==> config.mk <==
export PLATFORM = sky130hd
export DESIGN_NAME = note_display_ctrl
export DESIGN_NICKNAME = d
export VERILOG_FILES = /design/src/rtl/note_display_ctrl.sv
export SDC_FILE = /design/constraint.sdc
export NUM_CORES = 1
export LEC_CHECK = 0
export BUFFER_PORTS_ARGS = -buffer_cell sky130_fd_sc_hd__buf_2
export CAP_MARGIN = 40
export CORE_MARGIN = 4
export CORE_UTILIZATION = 35
export CTS_CLUSTER_SIZE = 25
export DETAILED_ROUTE_END_ITERATION = 8
export SYNTH_ARGS = -nofsm -noshare
export SYNTH_HDL_FRONTEND = slang
export SYNTH_SLANG_ARGS = --single-unit
==> constraint.sdc <==
create_clock -name clk -period 2.43 [get_ports clk]
set_input_delay 0.486 -clock clk [delete_from_list [all_inputs] [get_ports clk]]
set_output_delay 0.486 -clock clk [all_outputs]
set_load 0.01 [all_outputs]
==> src/rtl/note_display_ctrl.sv <==
// -----------------------------------------------------------------------------
// note_display_ctrl
//
// Purpose:
//   Takes musical notes (chromatic code + octave) over a valid/ready handshake,
//   buffers one note in a pending register, and presents each note on three
//   seven-segment digit codes (letter, sharp, octave) for HOLD_CYCLES cycles.
//   Every note is followed by GAP_CYCLES blank cycles and one mandatory IDLE
//   cycle before the next note is shown.
//
// Ports:
//   clk         in   1  rising-edge clock for all state
//   reset_n     in   1  asynchronous active-low reset
//   clear       in   1  synchronous abort: drop shown/pending notes, blank
//   note_valid  in   1  note_code/octave pair is offered
//   note_code   in   4  chromatic index 0..11 (C..B); 12..15 illegal
//   octave      in   3  octave number 0..7
//   note_ready  out  1  offer accepted this cycle (= ~pending valid)
//   letter_hex  out  4  letter digit code      letter_en  out 1  enable
//   sharp_hex   out  4  sharp digit code       sharp_en   out 1  enable
//   oct_hex     out  4  octave digit code      oct_en     out 1  enable
//   busy        out  1  state is not IDLE or a note is pending
//   err         out  1  one-cycle pulse after an illegal code is accepted
// -----------------------------------------------------------------------------
module note_display_ctrl #(
    parameter int HOLD_CYCLES = 25_000_000,
    parameter int GAP_CYCLES  = 2_500_000
) (
    input  logic       clk,
    input  logic       reset_n,
    input  logic       clear,
    input  logic       note_valid,
    input  logic [3:0] note_code,
    input  logic [2:0] octave,
    output logic       note_ready,
    output logic [3:0] letter_hex,
    output logic       letter_en,
    output logic [3:0] sharp_hex,
    output logic       sharp_en,
    output logic [3:0] oct_hex,
    output logic       oct_en,
    output logic       busy,
    output logic       err
);

    // Counter sized for the larger dwell; it only ever holds N-1 values.
    localparam int MAX_CYCLES = (HOLD_CYCLES > GAP_CYCLES) ? HOLD_CYCLES : GAP_CYCLES;
    localparam int CNT_W      = (MAX_CYCLES > 1) ? $clog2(MAX_CYCLES) : 1;

    localparam logic [CNT_W-1:0] HOLD_LOAD = CNT_W'(HOLD_CYCLES - 1);
    localparam logic [CNT_W-1:0] GAP_LOAD  = CNT_W'(GAP_CYCLES - 1);

    // Digit code that the seg7 stage renders as "all off / blank".
    localparam logic [3:0] BLANK_HEX = 4'h8;
    localparam logic [3:0] LAST_LEGAL_CODE = 4'd11;

    typedef enum logic [1:0] {
        IDLE = 2'd0,
        SHOW = 2'd1,
        GAP  = 2'd2
    } state_t;

    // -------------------------------------------------------------------------
    // Decode tables: letter digit code and sharp flag per chromatic index.
    // -------------------------------------------------------------------------
    function automatic logic [3:0] letter_of(input logic [3:0] code);
        logic [3:0] hex;
        case (code)
            4'd0, 4'd1:  hex = 4'hC;
            4'd2, 4'd3:  hex = 4'hD;
            4'd4:        hex = 4'hE;
            4'd5, 4'd6:  hex = 4'hF;
            4'd7, 4'd8:  hex = 4'h1;  // G: downstream digit 1 is drawn as "G"
            4'd9, 4'd10: hex = 4'hA;
            4'd11:       hex = 4'hB;
            default:     hex = BLANK_HEX;
        endcase
        return hex;
    endfunction

    function automatic logic sharp_of(input logic [3:0] code);
        return (code == 4'd1) || (code == 4'd3) || (code == 4'd6) ||
               (code == 4'd8) || (code == 4'd10);
    endfunction

    logic [3:0] letter_tab [16];
    logic [15:0] sharp_tab;

    genvar gi;
    generate
        for (gi = 0; gi < 16; gi++) begin : g_decode
            assign letter_tab[gi] = letter_of(4'(gi));
            assign sharp_tab[gi]  = sharp_of(4'(gi));
        end
    endgenerate

    // -------------------------------------------------------------------------
    // State
    // -------------------------------------------------------------------------
    state_t           state_reg,      state_next;
    logic [CNT_W-1:0] cnt_reg,        cnt_next;
    logic             pend_valid_reg, pend_valid_next;
    logic [3:0]       pend_code_reg,  pend_code_next;
    logic [2:0]       pend_oct_reg,   pend_oct_next;
    logic [3:0]       letter_hex_reg, letter_hex_next;
    logic             letter_en_reg,  letter_en_next;
    logic [3:0]       sharp_hex_reg,  sharp_hex_next;
    logic             sharp_en_reg,   sharp_en_next;
    logic [3:0]       oct_hex_reg,    oct_hex_next;
    logic             oct_en_reg,     oct_en_next;
    logic             busy_reg,       busy_next;
    logic             err_reg,        err_next;

    logic handshake;
    logic code_legal;

    // Ready depends only on the pending slot, never on state or clear.
    assign note_ready = ~pend_valid_reg;
    assign handshake  = note_valid & note_ready & ~clear;
    assign code_legal = (note_code <= LAST_LEGAL_CODE);

    always_ff @(posedge clk or negedge reset_n) begin
        if (!reset_n) begin
            state_reg      <= IDLE;
            cnt_reg        <= '0;
            pend_valid_reg <= 1'b0;
            pend_code_reg  <= 4'd0;
            pend_oct_reg   <= 3'd0;
            letter_hex_reg <= BLANK_HEX;
            letter_en_reg  <= 1'b0;
            sharp_hex_reg  <= BLANK_HEX;
            sharp_en_reg   <= 1'b0;
            oct_hex_reg    <= BLANK_HEX;
            oct_en_reg     <= 1'b0;
            busy_reg       <= 1'b0;
            err_reg        <= 1'b0;
        end else begin
            state_reg      <= state_next;
            cnt_reg        <= cnt_next;
            pend_valid_reg <= pend_valid_next;
            pend_code_reg  <= pend_code_next;
            pend_oct_reg   <= pend_oct_next;
            letter_hex_reg <= letter_hex_next;
            letter_en_reg  <= letter_en_next;
            sharp_hex_reg  <= sharp_hex_next;
            sharp_en_reg   <= sharp_en_next;
            oct_hex_reg    <= oct_hex_next;
            oct_en_reg     <= oct_en_next;
            busy_reg       <= busy_next;
            err_reg        <= err_next;
        end
    end

    always_comb begin
        state_next      = state_reg;
        cnt_next        = cnt_reg;
        pend_valid_next = pend_valid_reg;
        pend_code_next  = pend_code_reg;
        pend_oct_next   = pend_oct_reg;
        letter_hex_next = letter_hex_reg;
        letter_en_next  = letter_en_reg;
        sharp_hex_next  = sharp_hex_reg;
        sharp_en_next   = sharp_en_reg;
        oct_hex_next    = oct_hex_reg;
        oct_en_next     = oct_en_reg;
        err_next        = 1'b0;

        case (state_reg)
            IDLE: begin
                if (pend_valid_reg) begin
                    state_next      = SHOW;
                    cnt_next        = HOLD_LOAD;
                    pend_valid_next = 1'b0;
                    letter_hex_next = letter_tab[pend_code_reg];
                    letter_en_next  = 1'b1;
                    if (sharp_tab[pend_code_reg]) begin
                        sharp_hex_next = 4'h0;
                        sharp_en_next  = 1'b1;
                    end else begin
                        sharp_hex_next = BLANK_HEX;
                        sharp_en_next  = 1'b0;
                    end
                    // Octaves 0 and 1 stay dark: those digit codes are
                    // repurposed downstream (1 = G, 0 = sharp sign).
                    if (pend_oct_reg >= 3'd2) begin
                        oct_hex_next = {1'b0, pend_oct_reg};
                        oct_en_next  = 1'b1;
                    end else begin
                        oct_hex_next = BLANK_HEX;
                        oct_en_next  = 1'b0;
                    end
                end
            end
            SHOW: begin
                if (cnt_reg == '0) begin
                    state_next      = GAP;
                    cnt_next        = GAP_LOAD;
                    letter_hex_next = BLANK_HEX;
                    letter_en_next  = 1'b0;
                    sharp_hex_next  = BLANK_HEX;
                    sharp_en_next   = 1'b0;
                    oct_hex_next    = BLANK_HEX;
                    oct_en_next     = 1'b0;
                end else begin
                    cnt_next = cnt_reg - CNT_W'(1);
                end
            end
            GAP: begin
                if (cnt_reg == '0) begin
                    state_next = IDLE;
                end else begin
                    cnt_next = cnt_reg - CNT_W'(1);
                end
            end
            default: begin
                state_next = IDLE;
                cnt_next   = '0;
            end
        endcase

        // A handshake can only happen with the pending slot empty, so it never
        // collides with the IDLE->SHOW unload above.
        if (handshake) begin
            if (code_legal) begin
                pend_valid_next = 1'b1;
                pend_code_next  = note_code;
                pend_oct_next   = octave;
            end else begin
                err_next = 1'b1;
            end
        end

        if (clear) begin
            state_next      = IDLE;
            cnt_next        = '0;
            pend_valid_next = 1'b0;
            letter_hex_next = BLANK_HEX;
            letter_en_next  = 1'b0;
            sharp_hex_next  = BLANK_HEX;
            sharp_en_next   = 1'b0;
            oct_hex_next    = BLANK_HEX;
            oct_en_next     = 1'b0;
            err_next        = 1'b0;
        end

        // Registered busy tracks the state/pending values taking effect next.
        busy_next = (state_next != IDLE) || pend_valid_next;
    end

    assign letter_hex = letter_hex_reg;
    assign letter_en  = letter_en_reg;
    assign sharp_hex  = sharp_hex_reg;
    assign sharp_en   = sharp_en_reg;
    assign oct_hex    = oct_hex_reg;
    assign oct_en     = oct_en_reg;
    assign busy       = busy_reg;
    assign err        = err_reg;

endmodule

==> results.sh <==
export IMPL_crit_path_frequent_cell="o21ai_0"
export IMPL_yosys_warnings=0
export IMPL_maxCapViolations=0
export IMPL_worstPathCellList="inv_1, ha_1, nor4b_4, nand4_4, o21bai_1, a21oi_1, buf_4, o21ai_0, o21ai_0"
export IMPL_synth_edff_count=0
export IMPL_hpwl_um=5140
export IMPL_m1WireLength_um=3410
export IMPL_setup_viol=0
export IMPL_p_sw_share_pct=38.0
export IMPL_die_width_um=96.6
export IMPL_start_kind="flip-flop"
export IMPL_drc_errors=0
export IMPL_crit_type="reg2reg"
export IMPL_cts_made_buffers=5
export IMPL_insertion_delay_ns=0.31
export IMPL_power_density_nw_per_um2=753
export IMPL_r2r_cells=9
export IMPL_arrival_ns=2.42
export IMPL_max_clock_path_buffers=2
export IMPL_maxSlewViolCount=0
export IMPL_p_seq_share_pct=42.0
export IMPL_clock_sink_count=49
export IMPL_required_ns=2.58
export IMPL_coreArea_sq_um=7690
export IMPL_grt_overflow=0
export IMPL_ant_nets=0
export IMPL_cp_num_buf_inv=2
export IMPL_cpLargestDelayFamily="compound AO/OA/AOI/OAI gates"
export IMPL_place_inst=435
export IMPL_slowest_delay_ns=0.40
export IMPL_pwr_share_comb_pct=36.5
export IMPL_ir_worst_vdd_mv=0.335
export IMPL_cts_hold_fix_buffers=0
export IMPL_slew_headroom_pct=48.3
export IMPL_synth_commonest_cells="dfrtp_1 (46), nor2_1 (36), o21ai_0 (32)"
export IMPL_design_area_sq_um=3220
export IMPL_wl_met2_um=3190
export IMPL_place_congestion=0.812
export IMPL_worstMarginPinSlew_ns=0.770
export IMPL_rows=32
export IMPL_ys_seq_area_share_pct=44.7
export IMPL_firstDrtPassIters=4
export IMPL_synth_most_common_cell="dfrtp_1"
export IMPL_netlist_area_sq_um=2750
export IMPL_diodes=0
export IMPL_clock_power_share_pct=21.4
export IMPL_synth_seq_cells=49
export IMPL_ios=29
export IMPL_wl_um=6960
export IMPL_htreeDepth=2
export IMPL_synth_top_area_share_pct=41.9
export IMPL_cpMaxStageDelayCell="dfrtp_1"
export IMPL_p_int_w=0.00150
export IMPL_fin_crit_ns=2.26
export IMPL_avgRoutedWirePerCell_um=15.6
export IMPL_synthCells=299
export IMPL_die_area_sq_um=9340
export IMPL_root_buffer="clkbuf_8"
export IMPL_synthTopCellsByArea="dfrtp_1 (42%), o21ai_0 (5.8%), nor2_1 (4.9%)"
export IMPL_endpoint_kind="flip-flop"
export IMPL_synth_async_sr_flop_share_pct=100
export IMPL_top_layer="met4"
export IMPL_stdcell_count=445
export IMPL_synthFlopType="dfrtp_1"
export IMPL_p_leak_nw=1.50
export IMPL_grtUsageTotal_pct=15.1
export IMPL_dr_first_iter_drc_count=129
export IMPL_grt_pass1_vias=2268
export IMPL_cts_tree="done"
export IMPL_chipHeight_um=96.6
export IMPL_path_max_fanout=10
export IMPL_fin_skew_ns=0.0141
export IMPL_power_w=0.00242
export IMPL_initial_core_util_pct=35.8
export IMPL_synth_largest_area_cell="dfrtp_1"
export IMPL_clock_fmax_ghz=0.442
export IMPL_wl_met3_um=279
export IMPL_vias_per_cell=5.37
export IMPL_path_depth=9
export IMPL_layout_drive_gt1_share_pct=22.7
export IMPL_hold_class="in2async"
export IMPL_portBuffers=25
export IMPL_grt_pass1_wl_um=11600
export IMPL_avgSynthCellArea_sq_um=9.20
export IMPL_period_share_pct=93.1
export IMPL_largest_reg_flops=25
export IMPL_status="completed"
export IMPL_final_hold_viol_count=0
export IMPL_grt_max_degree=22
export IMPL_dpl_cell_area_sq_um=3090
export IMPL_grt_antenna_before_repair=0
export IMPL_area_growth_syn_to_layout_pct=17.1
export IMPL_nets=357
export IMPL_synth_distinct_cells=57
export IMPL_via_count=2391
export IMPL_path_clk_slew_ns=0.11
export IMPL_p_sw_w=0.000920
[area by class of cell]
cell class | count | area [sq um]
inverter | 11 | 41.3
tap | 102 | 128
clock buffer | 5 | 68.8
sequential | 49 | 1230
multi-input combinational | 226 | 1410
fill | 785 | 4470
clock inverter | 3 | 28.8
timing repair buffer | 49 | 309
[cells by family after synthesis]
logic type               share of synthesized area (%)
AND/OR/NAND/NOR                                   22.2
AO/OA/AOI/OAI                                     24.2
flip-flops                                        44.7
buffers and inverters                             4.55
multiplexers                                      2.05
adder cells (fa/ha/maj)                           1.82
other                                            0.136
XOR/XNOR                                         0.319
[stage by stage]
stage / setup WS (ns) / TNS, ns / hold WS [ns] / util [%]
3_5_place_dp: 0.0358 / 0 / 0.460 / 40.2
3_3_place_gp: 0.132 / 0 / 0.457 / 40.2
5_1_grt: -0.00137 / -0.00185 / 0.153 / 41.9
6_report: 0.167 / 0 / 0.126 / 41.9
2_1_floorplan: 0.324 / 0 / 0.190 / -
4_1_cts: 0.0387 / 0 / 0.140 / 41.5
[power groups by stage]
stage          logic [W]  clock network [W]  registers (W)
4_1_cts         0.000842           0.000543        0.00102
3_5_place_dp    0.000840                  0        0.00103
2_1_floorplan   0.000578                  0        0.00101
3_3_place_gp    0.000834                  0        0.00103
5_1_grt         0.000979           0.000567        0.00104
6_report        0.000885           0.000520        0.00102
[repair_timing]
| action | CTS | global route |
|---|---|---|
| setup buffers | 0 | 2 |
| gates resized for setup | 0 | 3 |
| endpoints found under the setup margin | 0 | 25 |
[worst reg2reg max path, cell delays in order, from the launching register on]
cell	delay [ns]
dfrtp_1	0.40
inv_1	0.09
ha_1	0.20
nor4b_4	0.28
nand4_4	0.25
o21bai_1	0.25
a21oi_1	0.22
buf_4	0.24
o21ai_0	0.08
o21ai_0	0.12
[metal layers]
layer,global-route usage [%],up-vias
li1,-,1175
met1,22.1,1148
met2,23.2,63
met3,2.16,5
met4,4.21,0
met5,0,-
[cell usage in the layout, fill, tap and decap left out, types with 4 or more instances in the layout]
cell type / netlist / routed
a21oi_1: 18 / 18
o211ai_1: 4 / 4
nor3_1: 14 / 14
ha_1: 4 / 4
mux2_2: 5 / 5
a21o_1: 7 / 7
or3_1: 5 / 5
a22o_1: 12 / 12
nand2_1: 22 / 22
inv_1: 11 / 11
clkbuf_8: 0 / 5
a31oi_1: 5 / 5
nand2b_1: 4 / 4
o21ai_0: 32 / 32
o311ai_0: 4 / 4
a211oi_1: 4 / 4
buf_4: 4 / 23
buf_2: 4 / 25
dfrtp_1: 46 / 46
nor2_1: 36 / 35
nand3_1: 4 / 4
[final timing paths]
kind                       startpoint               to  slack [ns]
min in group clk            octave[0]  pend_oct_reg[0]        0.39
max                        cnt_reg[0]       cnt_reg[0]        0.17
max reg2reg                cnt_reg[0]       cnt_reg[0]        0.17
min reg2reg                oct_hex[3]       oct_hex[3]        0.47
max in group asynchronous     reset_n       oct_hex[3]        1.63
min                           reset_n      cnt_reg[16]        0.13
No activity file was read; power rests on OpenSTA's default activity.
